==> config.mk <==
export PLATFORM = sky130hd
export DESIGN_NAME = loopback_mcnt_monitor_flat
export DESIGN_NICKNAME = d
export VERILOG_FILES = /design/src/rtl/loopback_mcnt_pkg.sv /design/src/rtl/loopback_mcnt_monitor_if.sv /design/src/rtl/loopback_mcnt_monitor_sat_counter.sv /design/src/rtl/loopback_mcnt_monitor.sv /design/src/flat_wrapper.sv
export SDC_FILE = /design/constraint.sdc
export NUM_CORES = 1
export LEC_CHECK = 0
export ABC_AREA = 0
export CAP_MARGIN = 10
export CORE_MARGIN = 2
export CORE_UTILIZATION = 40
export CTS_CLUSTER_DIAMETER = 40
export DETAILED_ROUTE_END_ITERATION = 6
export PLACE_DENSITY = 0.68
export SKIP_CTS_REPAIR_TIMING = 1
export SYNTH_ARGS = -nofsm -noshare
export SYNTH_HDL_FRONTEND = slang
export SYNTH_HIERARCHICAL = 1
export SYNTH_SLANG_ARGS = --single-unit
==> constraint.sdc <==
create_clock -name user_clk -period 2.51 [get_ports user_clk]
set_input_delay 0.251 -clock user_clk [delete_from_list [all_inputs] [get_ports user_clk]]
set_output_delay 0.251 -clock user_clk [all_outputs]
set_load 0.05 [all_outputs]
==> src/rtl/loopback_mcnt_pkg.sv <==
// Shared types and constants for the loopback mux0 mcnt monitor.
// Optional watchdog is enabled with the LOOPBACK_MCNT_WATCHDOG_EN macro.
package loopback_mcnt_pkg;

    // Default widths and limits
    localparam int unsigned MCNT_W_DEF   = 48;
    localparam int unsigned ERR_W_DEF    = 12;
    localparam int unsigned TIMEOUT_DEF  = 4096;

    // Field widths inside status_out
    localparam int unsigned GAP_W        = 12;
    localparam int unsigned ERR_FIELD_W  = 16;

    // status_out bit positions
    localparam int unsigned LOCK_BIT     = 31;
    localparam int unsigned ARM_BIT      = 30;
    localparam int unsigned STALE_BIT    = 29;

    // Monitor state machine encoding
    typedef enum logic [1:0] {
        ST_IDLE   = 2'd0,
        ST_ARMED  = 2'd1,
        ST_LOCKED = 2'd2
    } mon_state_e;

    // Assemble the status word seen by the OPB register
    function automatic logic [31:0] pack_status(
        input logic                   locked,
        input logic                   armed,
        input logic                   stale,
        input logic [ERR_FIELD_W-1:0] err,
        input logic [GAP_W-1:0]       gap
    );
        logic [31:0] word;
        word                            = '0;
        word[LOCK_BIT]                  = locked;
        word[ARM_BIT]                   = armed;
        word[STALE_BIT]                 = stale;
        word[GAP_W +: ERR_FIELD_W]      = err;
        word[GAP_W-1:0]                 = gap;
        return word;
    endfunction

endpackage

==> src/rtl/loopback_mcnt_monitor_if.sv <==
// Header/result bundle between the mux0 datapath and the mcnt monitor.
// The monitor sits on the slave side; the datapath/bench drives the master side.
interface loopback_mcnt_monitor_if
    import loopback_mcnt_pkg::*;
#(
    parameter int unsigned MCNT_W = MCNT_W_DEF
);
    logic              arm;
    logic              hdr_valid;
    logic [MCNT_W-1:0] pkt_mcnt;
    logic [31:0]       mcnt_out;
    logic [31:0]       status_out;
    logic              seq_err;

    modport master (
        output arm,
        output hdr_valid,
        output pkt_mcnt,
        input  mcnt_out,
        input  status_out,
        input  seq_err
    );

    modport slave (
        input  arm,
        input  hdr_valid,
        input  pkt_mcnt,
        output mcnt_out,
        output status_out,
        output seq_err
    );
endinterface

==> src/rtl/loopback_mcnt_monitor_sat_counter.sv <==
// Saturating up-counter with synchronous clear; holds at all-ones.
// Used for the sequence-error count and the optional idle watchdog.
module mcnt_sat_counter
    import loopback_mcnt_pkg::*;
#(
    parameter int unsigned W = ERR_W_DEF
) (
    input  logic         clk,
    input  logic         srst,
    input  logic         clr_i,
    input  logic         inc_i,
    output logic [W-1:0] count_o
);
    logic [W-1:0] cnt_q;
    logic [W-1:0] cnt_d;

    // Next count: clear has priority, increment stops at all-ones
    always_comb begin
        cnt_d = cnt_q;
        if (clr_i) begin
            cnt_d = '0;
        end else if (inc_i && (cnt_q != {W{1'b1}})) begin
            cnt_d = cnt_q + 1'b1;
        end
    end

    // Count register
    always_ff @(posedge clk) begin
        if (srst) begin
            cnt_q <= '0;
        end else begin
            cnt_q <= cnt_d;
        end
    end

    assign count_o = cnt_q;
endmodule

==> src/rtl/loopback_mcnt_monitor.sv <==
// mcnt sequence monitor for loopback mux0: tracks the header master counter,
// flags any header whose mcnt is not last+1 and exports mcnt/status words.
// Build option LOOPBACK_MCNT_WATCHDOG_EN adds an idle watchdog that drops lock
// after TIMEOUT cycles without a header and raises the stale flag.
module loopback_mcnt_monitor
    import loopback_mcnt_pkg::*;
#(
    parameter int unsigned MCNT_W  = MCNT_W_DEF,
    parameter int unsigned ERR_W   = ERR_W_DEF,
    parameter int unsigned TIMEOUT = TIMEOUT_DEF
) (
    input  logic                    user_clk,
    input  logic                    user_rst,
    loopback_mcnt_monitor_if.slave  bus
);
    mon_state_e         state_q, state_d;
    logic [MCNT_W-1:0]  expected_q, expected_d;
    logic [31:0]        mcnt_q, mcnt_d;
    logic [GAP_W-1:0]   gap_q, gap_d;
    logic               seq_err_q, seq_err_d;
    logic               stale_q, stale_d;

    logic               err_inc;
    logic               err_clr;
    logic               wd_expire;
    logic [ERR_W-1:0]   err_cnt;
    logic [MCNT_W-1:0]  pkt_next;
    logic [GAP_W-1:0]   pkt_gap;
    logic               in_seq;

    // Helpers shared by every header-accept path; modulo arithmetic makes
    // all-ones -> 0 an in-sequence step
    assign pkt_next = bus.pkt_mcnt + 1'b1;
    assign pkt_gap  = bus.pkt_mcnt[GAP_W-1:0] - expected_q[GAP_W-1:0];
    assign in_seq   = (bus.pkt_mcnt == expected_q);

    // Sequence-error counter, cleared by arm and saturating at all-ones
    mcnt_sat_counter #(
        .W (ERR_W)
    ) u_err_cnt (
        .clk     (user_clk),
        .srst    (user_rst),
        .clr_i   (err_clr),
        .inc_i   (err_inc),
        .count_o (err_cnt)
    );

`ifdef LOOPBACK_MCNT_WATCHDOG_EN
    localparam int unsigned WD_W = $clog2(TIMEOUT + 1);

    logic [WD_W-1:0] wd_cnt;
    logic            wd_inc;

    // Count only idle locked cycles; any header, arm or leaving LOCKED restarts it
    assign wd_inc = (state_q == ST_LOCKED) && !bus.hdr_valid && !bus.arm;

    mcnt_sat_counter #(
        .W (WD_W)
    ) u_wd_cnt (
        .clk     (user_clk),
        .srst    (user_rst),
        .clr_i   (!wd_inc),
        .inc_i   (wd_inc),
        .count_o (wd_cnt)
    );

    // The TIMEOUT-th consecutive idle cycle drops lock
    assign wd_expire = wd_inc && (wd_cnt == WD_W'(TIMEOUT - 1));
`else
    // TIMEOUT only matters when the watchdog is built in
    localparam int unsigned unused_timeout = TIMEOUT;

    assign wd_expire = 1'b0;
`endif

    // Next-state and datapath updates; arm overrides everything else
    always_comb begin
        state_d    = state_q;
        expected_d = expected_q;
        mcnt_d     = mcnt_q;
        gap_d      = gap_q;
        seq_err_d  = 1'b0;
        stale_d    = stale_q;
        err_inc    = 1'b0;
        err_clr    = 1'b0;

        if (bus.arm) begin
            err_clr = 1'b1;
            gap_d   = '0;
            if (bus.hdr_valid) begin
                // Header arriving with arm is the first header after arm
                state_d    = ST_LOCKED;
                expected_d = pkt_next;
                mcnt_d     = bus.pkt_mcnt[31:0];
                stale_d    = 1'b0;
            end else begin
                state_d    = ST_ARMED;
            end
        end else begin
            unique case (state_q)
                ST_IDLE: begin
                    // Headers are ignored until software arms the monitor
                end
                ST_ARMED: begin
                    if (bus.hdr_valid) begin
                        state_d    = ST_LOCKED;
                        expected_d = pkt_next;
                        mcnt_d     = bus.pkt_mcnt[31:0];
                        stale_d    = 1'b0;
                    end
                end
                ST_LOCKED: begin
                    if (bus.hdr_valid) begin
                        mcnt_d  = bus.pkt_mcnt[31:0];
                        stale_d = 1'b0;
                        if (in_seq) begin
                            expected_d = expected_q + 1'b1;
                        end else begin
                            // Mismatch: record it and resync on this header
                            seq_err_d  = 1'b1;
                            err_inc    = 1'b1;
                            gap_d      = pkt_gap;
                            expected_d = pkt_next;
                        end
                    end else if (wd_expire) begin
                        state_d = ST_ARMED;
                        stale_d = 1'b1;
                    end
                end
                default: begin
                    state_d = ST_IDLE;
                end
            endcase
        end
    end

    // State and output registers
    always_ff @(posedge user_clk) begin
        if (user_rst) begin
            state_q    <= ST_IDLE;
            expected_q <= '0;
            mcnt_q     <= '0;
            gap_q      <= '0;
            seq_err_q  <= 1'b0;
            stale_q    <= 1'b0;
        end else begin
            state_q    <= state_d;
            expected_q <= expected_d;
            mcnt_q     <= mcnt_d;
            gap_q      <= gap_d;
            seq_err_q  <= seq_err_d;
            stale_q    <= stale_d;
        end
    end

    assign bus.mcnt_out   = mcnt_q;
    assign bus.seq_err    = seq_err_q;
    assign bus.status_out = pack_status(state_q == ST_LOCKED,
                                        state_q == ST_ARMED,
                                        stale_q,
                                        ERR_FIELD_W'(err_cnt),
                                        gap_q);
endmodule

==> src/flat_wrapper.sv <==
// flat-port wrapper written by rule: the top's interface ports become plain ports
module loopback_mcnt_monitor_flat import loopback_mcnt_pkg::*;
#(
    parameter int unsigned MCNT_W  = MCNT_W_DEF,
    parameter int unsigned ERR_W   = ERR_W_DEF,
    parameter int unsigned TIMEOUT = TIMEOUT_DEF
)
  (user_clk, user_rst, bus_arm, bus_hdr_valid, bus_pkt_mcnt, bus_mcnt_out, bus_status_out, bus_seq_err);
  loopback_mcnt_monitor_if #(.MCNT_W(MCNT_W)) bus_i ();
  input  logic user_clk;
  input  logic user_rst;
  input wire logic [$bits(bus_i.arm)-1:0] bus_arm;
  input wire logic [$bits(bus_i.hdr_valid)-1:0] bus_hdr_valid;
  input wire logic [$bits(bus_i.pkt_mcnt)-1:0] bus_pkt_mcnt;
  output wire logic [$bits(bus_i.mcnt_out)-1:0] bus_mcnt_out;
  output wire logic [$bits(bus_i.status_out)-1:0] bus_status_out;
  output wire logic [$bits(bus_i.seq_err)-1:0] bus_seq_err;
  assign bus_i.arm = bus_arm;
  assign bus_i.hdr_valid = bus_hdr_valid;
  assign bus_i.pkt_mcnt = bus_pkt_mcnt;
  assign bus_mcnt_out = bus_i.mcnt_out;
  assign bus_status_out = bus_i.status_out;
  assign bus_seq_err = bus_i.seq_err;
  loopback_mcnt_monitor #(.MCNT_W(MCNT_W), .ERR_W(ERR_W), .TIMEOUT(TIMEOUT)) u_core (.user_clk(user_clk), .user_rst(user_rst), .bus(bus_i));
endmodule
After elaboration in Yosys (flattened, before gate mapping)
Index checks and enable logic that the tools add are counted. W data, S select, Z words.

Logic and storage cells: 50. Input bits: 52. Memories: 0. RAM bits: 0. Register bits: 108. Bits in read-only memories: 0. Bits in latches: 0.

Shift operators: 0. Order comparisons: 0. Reductions and logical operators: 11. $add $sub $neg: 4. Muxes and demuxes: 20. $mul: 0. Bitwise gates (word level): 1. Equality and inequality tests: 7. Div/mod/pow operators: 0.

Operator list (number): $mux W48 (4); $add A48 B1 Y48 const B (2); $mux W32 (3); $pmux W48 S2 (1); $eq A48 B48 Y1 (1); $add A12 B1 Y12 const B (1); $ne A12 B12 Y1 const B (1); $sub A12 B12 Y12 (1); $mux W1 (8); $reduce_or A2 Y1 (4); $mux W2 (3); $ne A3 B3 Y1 const B (2); $pmux W2 S2 (1); $reduce_and A2 Y1 (2); $reduce_and A3 Y1 (1); $reduce_bool A3 Y1 (1); $eq A2 B1 Y1 const B (1); $eq A2 B2 Y1 const B (1); $logic_not A2 Y1 (1); $ne A2 B1 Y1 const B (1); $reduce_bool A2 Y1 (1); $logic_and A1 B1 Y1 (1); $not A1 Y1 (1).

Logic depth before layout (Yosys ltp)
Gate-level depths: netlist of run 1.

Depth in word-level cells: 6. Depth in mapped cells: 12. Mapped depth without buffers: 11.

Hierarchy
The synthesis of run 1 kept the hierarchy.

Modules (own cells, without submodules): loopback_mcnt_monitor (cells each 953, instances 1, area an instance 6956.7 sq um); mcnt_sat_counter (cells each 72, instances 1, area an instance 630.6 sq um).

Worst setup path after synthesis of run 1
OpenSTA, ideal clock, no wires.

Path type: reg2reg. Start: register u_core.state_q[0]. End: register u_core.u_err_cnt.cnt_q[11], in the netlist u_core/u_err_cnt/count_o[11]. Path buffers: 2. Cell stages (with the launch flop): 12. Arrival: 2.920 ns. Slack: -0.480 ns. Clock period less this slack: 2.990 ns. Cells stage by stage: dfxtp_1 -> inv_1 -> ha_1 -> buf_2 -> nor2b_1 -> clkbuf_1 -> nand2_1 -> nor2_1 -> and4_1 -> o2111ai_2 -> or3_1 -> a21oi_1.

Longest elaborated chain between the ends: 4.

RTL lines: start: declaration (RTL line loopback_mcnt_monitor.sv:16) `mon_state_e state_q, state_d;`; start signal: assignment (RTL line loopback_mcnt_monitor.sv:147) `state_q <= state_d;`; $eq A2 B2 Y1; net bus_status_out[31] (RTL line flat_wrapper.sv:16) `output wire logic [$bits(bus_i.status_out)-1:0] bus_status_out;`; $mux W1 (RTL line loopback_mcnt_monitor.sv:100) `unique case (state_q)`; $mux W1; net u_core.err_inc (RTL line loopback_mcnt_monitor.sv:23) `logic err_inc;`; $logic_and A1 B1 Y1 (RTL line loopback_mcnt_monitor_sat_counter.sv:22) `end else if (inc_i && (cnt_q != {W{1'b1}})) begin`; end signal: assignment (RTL line loopback_mcnt_monitor_sat_counter.sv:32) `cnt_q <= cnt_d;`; end: declaration (RTL line loopback_mcnt_monitor_sat_counter.sv:14) `logic [W-1:0] cnt_q;`.

The timed path passes the listed nets, and every way through them passes these cells. A chain may end at the register's enable or synchronous reset.

Worst setup path after layout of run 1
Start: input port bus_pkt_mcnt[14]. End: register u_core.expected_q[29].

Longest elaborated chain between the ends: 5. Elaborated cells on any way between the ends: 7.

RTL lines: start: declaration (RTL line flat_wrapper.sv:14) `input wire logic [$bits(bus_i.pkt_mcnt)-1:0] bus_pkt_mcnt;`; $add A48 B1 Y48 / $eq A48 B48 Y1 (equally long branches) (RTL line loopback_mcnt_monitor.sv:33, loopback_mcnt_monitor.sv:35); $mux W48 (RTL line loopback_mcnt_monitor.sv:116) `if (in_seq) begin`; $mux W48 (RTL line loopback_mcnt_monitor.sv:113) `if (bus.hdr_valid) begin`; $pmux W48 S2 (RTL line loopback_mcnt_monitor.sv:100); $mux W48 * (RTL line loopback_mcnt_monitor.sv:87) `if (bus.arm) begin`; end signal: assignment (RTL line loopback_mcnt_monitor.sv:148) `expected_q <= expected_d;`; end: declaration (RTL line loopback_mcnt_monitor.sv:17) `logic [MCNT_W-1:0] expected_q, expected_d;`.

Every way passes the cells marked *; elsewhere a longest branch is shown, timed or not. The select of a mux whose other input is x is not followed.

==> run summary, run 1 <==
Sink Count - 107
Setup Skew - 10.2 ps
Worst Tran Pin Value - 707 ps
final setup fails - 0
H-tree depth - 3
Ys Warns - 6
top cells by area, synth - dfxtp_1, xor2_1, nand2_1
vias per std cell - 5.64
design area - 11100 um2
core area - 18600 um2
Critical Path Start Type - primary input
top cell type's share of synthesized area - 0.282
largest net degree at the start of global routing - 55
worst-skew pair later-pin latency - 370 ps
status - finished, final reports clean
cell area after synthesis - 7590 um2
Hold Path End - u_core/bus.mcnt_out[0]
Post-Place Cells - 1521
Final #Nets - 1369
Tot GR Track Use - 0.270
worst-path fanout max - 8
Total Neg Setup Slack - 0 ps
grt ovf - 0
post-synthesis sequential area ratio - 0.282
Top cell by count, worst path - buf_4
Max Freq - 0.404 GHz
worst-path cell chain - clkdlybuf4s50_1, and4_1, nor4bb_2, buf_4, buf_4, nand4_1, xnor2_2, nand2_1, a21o_1, a32o_1
main flop type after synthesis - dfxtp_1
post-synth top area cell - dfxtp_1
worst IR drop on VDD - 0.000469 V
commonest non-fill, non-tap cells in the layout - buf_4, nand2_1, dfxtp_1
P per Cell Area - 442 nW/um2
post-DR wirelength/cell - 18.1 um
Hold Fails Final Rpt - 0
initial drt markers - 766
final core occ - 0.594
Via Count - 8676
P_leak - 4.33 nW
layout cell share with drive strength beyond 1 - 0.238
synth unique cells - 69
Synth Instances - 1025
syn avg cell area - 7.40 um2
HP Class - primary input to flip-flop
reg2reg setup slack - 60 ps
relative slew slack - 0.528
CTS Buf Count - 9
fin. max-slew vios - 0
Critical Path Max Stage Delay - 580 ps
Worst R2R Start - u_core/expected_q[9]
CP Capture Type - flip-flop
WHS - 183 ps
crit path kind - primary input to flip-flop
RSZ-0062 raised after global routing - yes
Post-DP Area - 10300 um2
Worst Path Required - 2760 ps
max cap viols - 0
CP max stage cell - clkdlybuf4s50_1
Clk pin slew, worst setup/hold paths - 80 ps
Hold Path Stages - 2
dpl hpwl - 21400 um
CP Data Arrival Time - 2730 ps
CTS tree - built
Clock Tree Buf Depth - 2
number of synthesized flops with an enable pin - 0
clock root cell - clkbuf_16
ys async rst share - 0
Layout area overhead - 45.9%
initial core utilization - 0.407
I/O Buffers - 110
min Tclk post-route - 2480 ps
vias in the first global route - 8055
Die Ht - 142 um
Die Span X - 142 um
n_diodes - 0
Final Non-Filler Cells - 1539
Placement Rows - 50
crit share post-route - 0.987
post-route ant nets - 0
# IOs - 117
Hold Path Origin - user_rst
Yosys reg bits - 107
initial antenna violation count - 0
Pre-antenna DRT Iters - 5
Reg2Reg Depth - 10
most common cell after layout, fill and taps aside - buf_4
RePlAce Congestion - 1.02
DR DRC count - 0
reg2reg end - u_core/expected_q[22]
die area - 20100 um2
Routed WL - 27800 um
first-pass GRT wire length - 42800 um
==> how the worst max path moves through the flow <==
stage	startpoint	endpoint	cells after the start
2_1_floorplan	u_core/state_q[0]	u_core/u_err_cnt/count_o[11]	12
3_3_place_gp	bus_pkt_mcnt[5]	u_core/expected_q[22]	10
3_5_place_dp	bus_pkt_mcnt[5]	u_core/expected_q[22]	10
4_1_cts	u_core/expected_q[5]	u_core/expected_q[22]	10
5_1_grt	u_core/expected_q[9]	u_core/expected_q[7]	10
6_report	bus_pkt_mcnt[14]	u_core/expected_q[29]	10
==> synth_stat cells, types with 23 or more instances <==
cell type and instances:
and3_1 23, nand2_1 172, nor2_1 65, inv_1 32, xor2_1 81, clkbuf_1 41, nor4_1 26, dfxtp_1 107
o21ai_0 38, a21oi_1 85, nand4_1 35, nand3_1 60, xnor2_1 38, nor3_1 33
==> layer usage <==
layer / track usage / part of all wire / vias to the layer above
met5: 0 / 0 / -
met4: 0.105 / 0.031 / 0
met3: 0.0412 / 0.065 / 53
met2: 0.427 / 0.45 / 338
met1: 0.372 / 0.45 / 4074
li1: - / - / 4211
==> stage by stage <==
step	setup slack (ps)	power (W)
after global routing	-110	0.00513
after CTS	-235	0.00483
after floorplan	-15.8	0.00265
final	32.9	0.00490
after global placement	-497	0.00329
after detailed placement	-568	0.00330
==> registers in the layout, indices dropped and copies added, names as in the netlist <==
signal / flops
u_core/gap_q: 12
u_core/u_err_cnt/count_o: 12
u_core/expected_q: 48
u_core/bus.seq_err: 1
u_core/state_q: 2
u_core/bus.mcnt_out: 32
==> critical path: cells and delay by family <==
kind                      cells  cell delay [ps]
AOI/OAI and AO/OA             2              370
buffers and inverters         3              960
and+or+nand+nor               4              820
xor gates and xnor gates      1              320
==> final cells by class <==
cell class | instances | area (um2)
Clock buffer | 9 | 225
Sequential cell | 107 | 2150
Inverter | 32 | 120
Fill cell | 1707 | 7570
Timing Repair Buffer | 320 | 2740
Clock inverter | 7 | 86.3
Tap cell | 234 | 293
Multi-Input combinational cell | 830 | 5460
==> report_power, final <==
group          total, W  switching (W)  internal (W)  leakage (nW)
Clock           0.00152       0.000731      0.000791         0.141
Sequential      0.00187      0.0000715       0.00180         0.878
Combinational   0.00150       0.000850      0.000654          3.31
Total           0.00490        0.00165       0.00324          4.33
==> kinds of logic (layout without fill, tap and decap cells) <==
logic type,count (synthesis),after routing,synth area share
and+or+nand+nor,474,474,0.310
AOI/OAI and AO/OA,210,210,0.181
xor gates and xnor gates,119,119,0.137
DFF,107,107,0.282
buffers and inverters,93,368,0.0547
adders and majority gates,17,17,0.0290
muxes,4,4,0.00544
other,1,6,0.000494
Power figures use the tool's default switching activity.
==> run 2: changes to the inputs <==
Settings changed: CTS_CLUSTER_SIZE set to 8.
==> results of run 2 <==
Same layout as run 1: the final DEF is identical, and so are final timing and power.
